[src/rtl/mac_pkg.sv]
// rtl/mac_pkg.sv - shared state encoding and width check for the MAC sequencer
package mac_pkg;

  typedef enum logic [1:0] {
    ST_IDLE = 2'd0,
    ST_RUN  = 2'd1,
    ST_DONE = 2'd2
  } state_t;

  // Accumulator must hold at least one full product
  function automatic bit widths_ok(input int a_w, input int b_w, input int acc_w);
    return acc_w >= (a_w + b_w);
  endfunction

endpackage

[src/rtl/mac_datapath.sv]
// rtl/mac_datapath.sv - multiply, extended add, saturate/wrap and sticky overflow
module mac_datapath
  import mac_pkg::*;
#(
  parameter int A_WIDTH   = 2,
  parameter int B_WIDTH   = 2,
  parameter int ACC_WIDTH = 8,
  parameter int SATURATE  = 1
) (
  input  logic                 clk,
  input  logic                 reset_n,
  input  logic                 clear,
  input  logic                 enable,
  input  logic [A_WIDTH-1:0]   a,
  input  logic [B_WIDTH-1:0]   b,
  output logic [ACC_WIDTH-1:0] acc,
  output logic                 overflow
);

  localparam int P_WIDTH = A_WIDTH + B_WIDTH;

  logic [P_WIDTH-1:0]   product;
  logic [ACC_WIDTH:0]   sum;

  // Product is exact at A+B bits; the extra sum bit is the carry-out
  always_comb begin
    product = P_WIDTH'(a) * P_WIDTH'(b);
    sum     = (ACC_WIDTH + 1)'(acc) + (ACC_WIDTH + 1)'(product);
  end

  // Clear wins over enable; a carry makes overflow sticky until the next clear
  always_ff @(posedge clk or negedge reset_n) begin
    if (!reset_n) begin
      acc      <= '0;
      overflow <= 1'b0;
    end else if (clear) begin
      acc      <= '0;
      overflow <= 1'b0;
    end else if (enable) begin
      if (sum[ACC_WIDTH]) begin
        overflow <= 1'b1;
        acc      <= (SATURATE != 0) ? '1 : sum[ACC_WIDTH-1:0];
      end else begin
        acc      <= sum[ACC_WIDTH-1:0];
      end
    end
  end

endmodule

[src/rtl/mac_seq_ctrl.sv]
// rtl/mac_seq_ctrl.sv - IDLE/RUN/DONE sequencer around a multiply-accumulate datapath
module mac_seq_ctrl
  import mac_pkg::*;
#(
  parameter int A_WIDTH   = 2,
  parameter int B_WIDTH   = 2,
  parameter int ACC_WIDTH = 8,
  parameter int LEN_WIDTH = 4,
  parameter int SATURATE  = 1
) (
  input  logic                 clk,
  input  logic                 reset_n,
  input  logic                 start,
  input  logic [LEN_WIDTH-1:0] len,
  input  logic                 abort,
  input  logic [A_WIDTH-1:0]   a,
  input  logic [B_WIDTH-1:0]   b,
  input  logic                 in_valid,
  output logic                 in_ready,
  output logic [ACC_WIDTH-1:0] acc_out,
  output logic                 busy,
  output logic                 done,
  output logic                 overflow
);

  if (!widths_ok(A_WIDTH, B_WIDTH, ACC_WIDTH)) begin : g_width_check
    $error("mac_seq_ctrl: ACC_WIDTH must be >= A_WIDTH + B_WIDTH");
  end

  state_t               state;
  logic [LEN_WIDTH-1:0] count;
  logic                 acc_clear;
  logic                 acc_enable;

  // Abort outranks a same-cycle accept, so the aborted sample never reaches the adder
  always_comb begin
    acc_clear  = (state == ST_IDLE) && start;
    acc_enable = (state == ST_RUN) && in_valid && !abort;
  end

  // Sequencer: state, remaining-sample counter and registered status outputs
  always_ff @(posedge clk or negedge reset_n) begin
    if (!reset_n) begin
      state    <= ST_IDLE;
      count    <= '0;
      in_ready <= 1'b0;
      busy     <= 1'b0;
      done     <= 1'b0;
    end else begin
      case (state)
        ST_IDLE: begin
          done <= 1'b0;
          if (start) begin
            count <= len;
            busy  <= 1'b1;
            if (len == '0) begin
              state    <= ST_DONE;
              done     <= 1'b1;
              in_ready <= 1'b0;
            end else begin
              state    <= ST_RUN;
              in_ready <= 1'b1;
            end
          end
        end
        ST_RUN: begin
          if (abort) begin
            state    <= ST_IDLE;
            in_ready <= 1'b0;
            busy     <= 1'b0;
          end else if (in_valid) begin
            count <= count - LEN_WIDTH'(1);
            if (count == LEN_WIDTH'(1)) begin
              state    <= ST_DONE;
              in_ready <= 1'b0;
              done     <= 1'b1;
            end
          end
        end
        ST_DONE: begin
          state    <= ST_IDLE;
          done     <= 1'b0;
          busy     <= 1'b0;
          in_ready <= 1'b0;
        end
        default: begin
          state    <= ST_IDLE;
          done     <= 1'b0;
          busy     <= 1'b0;
          in_ready <= 1'b0;
        end
      endcase
    end
  end

  mac_datapath #(
    .A_WIDTH   (A_WIDTH),
    .B_WIDTH   (B_WIDTH),
    .ACC_WIDTH (ACC_WIDTH),
    .SATURATE  (SATURATE)
  ) u_datapath (
    .clk      (clk),
    .reset_n  (reset_n),
    .clear    (acc_clear),
    .enable   (acc_enable),
    .a        (a),
    .b        (b),
    .acc      (acc_out),
    .overflow (overflow)
  );

endmodule

[config.mk]
export PLATFORM = sky130hd
export DESIGN_NAME = mac_seq_ctrl
export DESIGN_NICKNAME = d
export VERILOG_FILES = /design/src/rtl/mac_pkg.sv /design/src/rtl/mac_datapath.sv /design/src/rtl/mac_seq_ctrl.sv
export SDC_FILE = /design/constraint.sdc
export NUM_CORES = 1
export LEC_CHECK = 0
export BUFFER_PORTS_ARGS = -buffer_cell sky130_fd_sc_hd__buf_4
export CORE_MARGIN = 2
export CORE_UTILIZATION = 41
export CTS_BUF_LIST = sky130_fd_sc_hd__clkbuf_8
export DETAILED_ROUTE_END_ITERATION = 7
export PLACE_DENSITY = 0.66
export RECOVER_POWER = 50
export SLEW_MARGIN = 40
export SYNTH_ARGS = -nofsm -noshare
export SYNTH_HDL_FRONTEND = slang
export SYNTH_SLANG_ARGS = --single-unit
[constraint.sdc]
create_clock -name clk -period 2.1 [get_ports clk]
set_input_delay 0.42 -clock clk [delete_from_list [all_inputs] [get_ports clk]]
set_output_delay 0.42 -clock clk [all_outputs]
set_load 0.005 [all_outputs]
==> summary.txt, run 1 <==
Cells and area
  • Antenna cells: 0
  • Share of cells above drive strength 1: 27.6%
  • Multi-input logic area: 643 um^2
  • Synthesis-to-finish area growth: 26.5%
  • Final #Nets: 168
  • Final Cell Area: 1420 um^2
  • FILL cells: 229
  • Final non-filler cell total: 175
  • Register area: 450 um^2

Worst setup path
  • Max stage delay cell, worst path: fa_1
  • Crit path required time: 2240 ps
  • Crit start category: input port
  • Critical path cell sequence: buf_4 > and2_4 > fa_1 > ha_2 > fa_2 > a21oi_2 > nor2b_1 > a21oi_1 > o2bb2ai_1
  • Worst path max stage delay: 470 ps
  • Top Family by Delay on Critical Path: adder cells
  • CP Capture Type: flop
  • Worst Path Max Fanout: 3
  • Crit path kind: input port to flop
  • Reg2reg setup slack: 60 ps
  • CP bufs+invs: 1
  • Worst Path Arrival: 2190 ps

Yosys
  • Ys async rst share: 100%
  • Synth cell types: 39
  • Top_reg_cell synth: dfrtp_1
  • Sequential cell area fraction in the yosys report: 40.3%
  • Area of the mapped netlist: 1120 um^2
  • Number of synthesized register bits: 18
  • Synth warn: 0
  • Mean post-synth cell area: 9.73 um^2
  • Gate Count Post-Synth: 115
  • Syn nets: 137
  • Post-synth EDFFs: 0

Timing
  • Max Fclk: 487 MHz
  • Unrepaired setup endpoints after global routing: yes
  • Final setup viols: 0
  • Clock Skews: 0.752 ps
  • Worst-margin pin slew: 978 ps
  • Final period utilization: 97.8%
  • Min cycle time layout: 2050 ps
  • Fin. Hold Viols: 0
  • Max Transition Viols Final: 0
  • Worst slew margin: 34.8%
  • Final TNS setup: 0 ps

Floorplan
  • Io pins: 25
  • Num rows: 18
  • Die width: 56.2 um
  • Core footprint: 2520 um^2
  • Die area: 3160 um^2
  • Die extent in y: 56.2 um
  • Starting density of the core: 44.3%

Global route
  • Routing usage on met1: 20.8%
  • M3 GR Usage: 2.56%
  • Gr busiest metal: met2
  • Antenna violations before repair: 0
  • Pin count of the biggest net entering global routing: 19
  • Grt ovf: 0
  • Vias in the first global route: 887
  • GR Util All Layers: 15.2%
  • Routing usage on met2: 23.9%
  • Wire length of the first global-routing pass: 3890 um

Placement
  • Routability congestion estimate: 0.767
  • DP Cell Count: 171
  • Placement Cell Area: 1360 um^2
  • DPL Wire Length: 1760 um
  • PortBufs: 24

Power
  • Pleak: 0.684 nW
  • Pwr Total: 1.13 mW
  • PD cells: 798 nW/um^2
  • Worst VDD drop: 0.000408 V

Detailed routing
  • Routed len/inst: 12.9 um
  • Drt first pass iters: 4
  • DRC Markers: 0
  • 1st-iter DRT viols: 18
  • Total Wirelength: 2270 um
  • Via count: 962
  • Detail Route Antenna Nets: 0
  • Via-to-Cell Ratio: 5.50

Outcome
  • Outcome: finished, final reports clean

Clocking
  • Clock Pin Slew Worst Setup and Hold Paths: 70 ps
  • Root buf cell: clkbuf_8
  • Clock Latency Late Sink: 250 ps
  • CTS H-tree lvls: 1
  • Post-CTS Hold Fix Bufs: 0
  • Clk sinks: 18
  • Clock Tree Buf Depth: 2
  • CTS buffer count: 3
  • CTS tree: built

Job
  • Total of max-cap violations: 0

Worst hold path
  • Worst hold path class: input port to async pin
==> metrics by stage <==
step / utilization, % / hold WS (ps) / setup WS [ps]
after floorplan: - / 124 / 3.76
after global placement: 54.1 / 303 / -152
after detailed placement: 54.1 / 309 / -197
after CTS: 56.3 / 33.2 / 34.0
after global routing: 56.1 / 391 / -33.8
final: 56.1 / 304 / 45.5
==> worst register-to-register path: cells and delay by family, from the launching register on <==
family / cells / cell delay (ps)
flops: 1 / 420
simple gates: 1 / 70
fa+ha+maj: 3 / 1060
compound gates: 3 / 380
==> where the power goes <==
group	internal [mW]	total (mW)	switching (mW)	leakage [nW]
clock network	0.166	0.281	0.115	0.0288
registers	0.419	0.485	0.0663	0.236
logic	0.177	0.363	0.185	0.419
total	0.763	1.13	0.366	0.684
==> synth_stat cells, types with 2 or more instances <==
master / n / area share, %
fa_1: 2 / 3.6
dfrtp_1: 18 / 40
nor3_1: 2 / 0.89
inv_1: 4 / 1.3
nor2b_1: 3 / 1.7
nor3b_1: 2 / 1.3
o21ai_0: 11 / 4.9
a21oi_1: 11 / 4.9
nand2b_1: 2 / 1.1
nand3_1: 3 / 1.3
o2bb2ai_1: 2 / 1.6
or3_1: 2 / 1.1
buf_2: 2 / 0.89
ha_1: 7 / 7.8
a211oi_1: 2 / 1.3
o211ai_1: 2 / 1.3
nor2_1: 3 / 1.0
nand4_1: 2 / 1.1
and2_1: 4 / 2.2
nand2_1: 11 / 3.7
o21bai_1: 2 / 1.3
==> cells in the final DEF (no fill, tap or decap), types with 3 or more instances in the layout <==
master,count
inv_1,4
o21ai_0,10
a21oi_1,10
buf_4,24
nor2_1,3
and2_1,3
nor2b_1,3
dfrtp_1,18
clkbuf_8,4
ha_1,6
clkbuf_4,4
nand3_1,3
nand2_1,11
==> sequential cells by signal, summed over array words and instances (netlist names) <==
name and count:
busy 1, count 4, done 1, in_ready 1, state 2, u_datapath.acc 8
u_datapath.overflow 1
==> cell families after synthesis <==
| kind of cell | synth area share [%] |
|---|---|
| XOR/XNOR | 0.783 |
| flip-flops | 40.3 |
| AND/OR/NAND/NOR | 23.4 |
| adder cells (fa/ha/maj) | 11.4 |
| buffers and inverters | 3.24 |
| AO/OA/AOI/OAI | 20.9 |
==> metal layers <==
metal	share of wire, %	vias to the layer above
li1	-	480
met1	49	459
met2	47	21
met3	3.5	2
met4	1.2	0
met5	0	-
==> worst paths after layout <==
path	from	cells after the start	to
setup reg to reg	u_datapath.acc[1]	7	u_datapath.acc[5]
min in group clk	len[0]	3	count[0]
max in group asynchronous	reset_n	1	busy
setup / recovery	a[1]	9	u_datapath.acc[5]
hold / removal	reset_n	1	count[0]
hold reg to reg	u_datapath.overflow	1	u_datapath.overflow
==> repair_timing <==
item,in CTS,in global routing
buffers inserted,0,0
gates resized for setup,0,0
setup endpoints to repair,0,1
==> final cells by class <==
type	count	area share, %
multi-input combinational	90	45.4
sequential	18	31.8
clock buffer	4	3.89
inverter	4	1.06
tap	30	2.65
timing repair buffer	29	15.1
No activity file was read; power rests on OpenSTA's default activity.
==> run 2, diff against run 1 <==
--- a/config.mk
+++ b/config.mk
@@ -6,13 +6,14 @@
 export NUM_CORES = 1
 export LEC_CHECK = 0
 export BUFFER_PORTS_ARGS = -buffer_cell sky130_fd_sc_hd__buf_4
-export CORE_MARGIN = 2
+export CORE_MARGIN = 5
 export CORE_UTILIZATION = 41
 export CTS_BUF_LIST = sky130_fd_sc_hd__clkbuf_8
 export DETAILED_ROUTE_END_ITERATION = 7
-export PLACE_DENSITY = 0.66
+export PLACE_DENSITY = 0.65
 export RECOVER_POWER = 50
 export SLEW_MARGIN = 40
 export SYNTH_ARGS = -nofsm -noshare
 export SYNTH_HDL_FRONTEND = slang
+export SYNTH_HIERARCHICAL = 1
 export SYNTH_SLANG_ARGS = --single-unit
==> run 2 against run 1 <==
  * Routed wire length increased by 11%
  * Total power increased by 0.90%
  * Synthesized area increased by 2.5%
  * Critical path depth decreased by 1
  * Utilization decreased by 3.1 points
  * Final area increased by 1.6%
  * Largest power group unchanged
==> summary.txt, run 2 <==
Floorplan
  • Starting density of the core: 42.3% (-2.1 points)
  • Die area: 3950 um^2 (+25%)
  • Die extent in y: 62.9 um (+12%)
  • Core footprint: 2710 um^2 (+7.4%)
  • Num rows: 19 (+1)
  • Die width: 62.9 um (+12%)
  • Io pins: 25 (unchanged)

Timing
  • Final period utilization: 98.8% (+0.95 points)
  • Final setup viols: 0 (unchanged)
  • Unrepaired setup endpoints after global routing: yes
  • Slack of the critical path: 25.7 ps (-19.9 ps)
  • Min cycle time layout: 2070 ps (+19.9 ps)
  • Clock Skews: 5.95 ps (+5.20 ps)
  • Max Transition Viols Final: 0 (unchanged)
  • Max Fclk: 482 MHz (-0.96%)
  • Worst slew margin: 35.7% (+0.95 points)
  • Worst-margin pin slew: 964 ps (-14.3 ps)
  • Fin. Hold Viols: 0 (unchanged)

Cells and area
  • Antenna cells: 0 (unchanged)
  • Layout Utilization: 53.0% (-3.1 points)
  • Share of cells above drive strength 1: 34.3% (+6.7 points)
  • Max reg flops: 8 (unchanged)
  • Commonest non-fill, non-tap cell in the layout: buf_4
  • Synthesis-to-finish area growth: 25.4%
  • Biggest regs: u_datapath/acc: 8 flops, count: 4 flops, state: 2 flops
  • Final #Nets: 161 (-4.2%)
  • Most flops, register: u_datapath/acc
  • Most frequent cells in the layout: 25 x buf_4, 18 x dfrtp_1, 9 x nor2_1
  • FILL cells: 260 (+14%)

Yosys
  • Mean post-synth cell area: 10.5 um^2 (+8.1%)
  • Area of the mapped netlist: 1150 um^2 (+2.5%)
  • Synth cell types: 44 (+13%)
  • Ys async rst share: 100% (unchanged)
  • Yosys top cell area share: 39.3% (-0.97 points)
  • Sequential cell area fraction in the yosys report: 39.3% (-0.97 points)
  • Top cells by area, synth: dfrtp_1 39%, ha_1 7.6%, a311oi_1 4.6%, fa_1 3.5%, nor2_1 2.9%
  • Most numerous cell in the Yosys netlist: dfrtp_1
  • Number of synthesized register bits: 18 (unchanged)
  • Largest area contributor in the netlist: dfrtp_1
  • Post-synth EDFFs: 0 (unchanged)
  • Gate Count Post-Synth: 109 (-5.2%)
  • Syn nets: 131 (-4.4%)
  • Commonest cells post-synth: 18 x dfrtp_1, 9 x nor2_1, 7 x ha_1
  • Synth warn: 6 (+6)
  • Top_reg_cell synth: dfrtp_1

Clocking
  • Clock Pin Slew Worst Setup and Hold Paths: 70 ps (about the same)
  • CTS buffer count: 3 (unchanged)
  • Post-CTS Hold Fix Bufs: 0 (unchanged)
  • Root buf cell: clkbuf_8
  • CTS tree: built
  • CTS H-tree lvls: 1 (unchanged)
  • Clock Tree Buf Depth: 2 (unchanged)
  • Post-CTS Setup Inserts: 0 (unchanged)
  • Clk sinks: 18 (unchanged)
  • Clock Latency Late Sink: 250 ps (about the same)

Placement
  • DP Worst Slack: -285 ps (-88.0 ps)
  • PortBufs: 24 (unchanged)
  • DPL Wire Length: 1940 um (+10%)
  • Routability congestion estimate: 0.787 (+2.6%)

Worst setup path
  • Crit start category: input port
  • CP Capture Type: flop
  • Crit path kind: input port to flop
  • Crit path required time: 2270 ps (+30 ps)
  • Worst Path Arrival: 2240 ps (+50 ps)
  • Worst Path Max Fanout: 4 (+1)

Detailed routing
  • 1st-iter DRT viols: 31 (+13)
  • Total Wirelength: 2500 um (+11%)
  • Detail Route Antenna Nets: 0 (unchanged)
  • Drt first pass iters: 4 (unchanged)
  • Via count: 957 (-0.52%)
  • DRC Markers: 0 (unchanged)
  • Via-to-Cell Ratio: 5.70 (+3.6%)
  • Routed len/inst: 14.9 um (+15%)

Global route
  • Pin count of the biggest net entering global routing: 19 (unchanged)
  • Vias in the first global route: 948 (+6.9%)
  • Wire length of the first global-routing pass: 4280 um (+9.9%)
  • Grt ovf: 0 (unchanged)
  • Antenna violations before repair: 0 (unchanged)
  • GR Util All Layers: 13.1% (-2.2 points)

Power
  • Pleak: 0.678 nW (-0.92%)
  • Worst VDD drop: 0.000589 V (+44%)
  • PD cells: 792 nW/um^2 (-0.68%)

Outcome
  • Outcome: finished, final reports clean

Job
  • Total of max-cap violations: 0 (unchanged)

Worst hold path
  • Worst hold path class: input port to async pin
run 2: area by class of cell:
| class | count | area (um^2) | share of cell area, % |
|---|---|---|---|
| Timing Repair Buffer | 29 | 214 | 14.9 |
| Tap cell | 31 | 38.8 | 2.70 |
| Clock buffer | 3 | 41.3 | 2.87 |
| Multi-Input combinational cell | 80 | 666 | 46.3 |
| Inverter | 7 | 27.5 | 1.91 |
| Sequential cell | 18 | 450 | 31.3 |
run 2: routing by layer:
| layer | share of wire (%) | global-route usage [%] | wire (um) |
|---|---|---|---|
| met4 | 1.8 | 5.57 | 46 |
| met2 | 45 | 20.6 | 1130 |
| met1 | 49 | 17.3 | 1240 |
| met3 | 3.4 | 2.52 | 85 |
| met5 | 0 | 0 | 0 |
run 2: what timing repair did:
action,4_1_cts,5_1_grt
pin swaps,5,4
gates resized for setup,4,0
setup endpoints to repair,2,4
endpoints found under the hold margin,0,0
run 2: logic make-up after synthesis:
| family | Yosys count | share of synthesized area (%) |
|---|---|---|
| fa+ha+maj | 9 | 11.1 |
| xor+xnor | 1 | 0.764 |
| mux | 1 | 0.873 |
| compound gates | 28 | 20.2 |
| simple gates | 41 | 22.3 |
| buf+inv | 11 | 5.46 |
| flops | 18 | 39.3 |
run 2: worst paths after layout:
check | from | endpoint | slack, ps | depth (start not counted)
setup / recovery | a[1] | u_datapath/acc[5] | 30 | 8
hold / removal | reset_n | busy | 290 | 1
setup reg to reg | u_datapath/acc[1] | u_datapath/acc[5] | 80 | 6
hold reg to reg | in_ready | in_ready | 500 | 1
max in group asynchronous | reset_n | u_datapath/acc[3] | 1210 | 1
min in group clk | abort | state[0] | 420 | 2
run 2: worst max-delay path: stages:
cell	delay (ps)
buf_4	110
and2_4	150
fa_2	480
ha_4	180
fa_2	330
a21o_1	190
and4_1	210
a211oi_2	160
run 2: power breakdown:
group          internal, mW  switching (mW)
registers             0.418          0.0652
logic                 0.211           0.205
clock network         0.127           0.113
total                 0.756           0.383
run 2: metrics by stage:
step | total power, mW | TNS (ps) | instances | hold slack [ps] | instance area [um^2]
detailed placement | 0.901 | -1690 | 165 | 310 | 1380
finish | 1.14 | 0 | 168 | 291 | 1440
global route | 1.22 | -40.5 | 168 | 390 | 1440
floorplan | 0.753 | -185 | 109 | 124 | 1160
CTS | 1.16 | 0 | 168 | 36.5 | 1440
global placement | 0.885 | -1470 | 165 | 307 | 1380
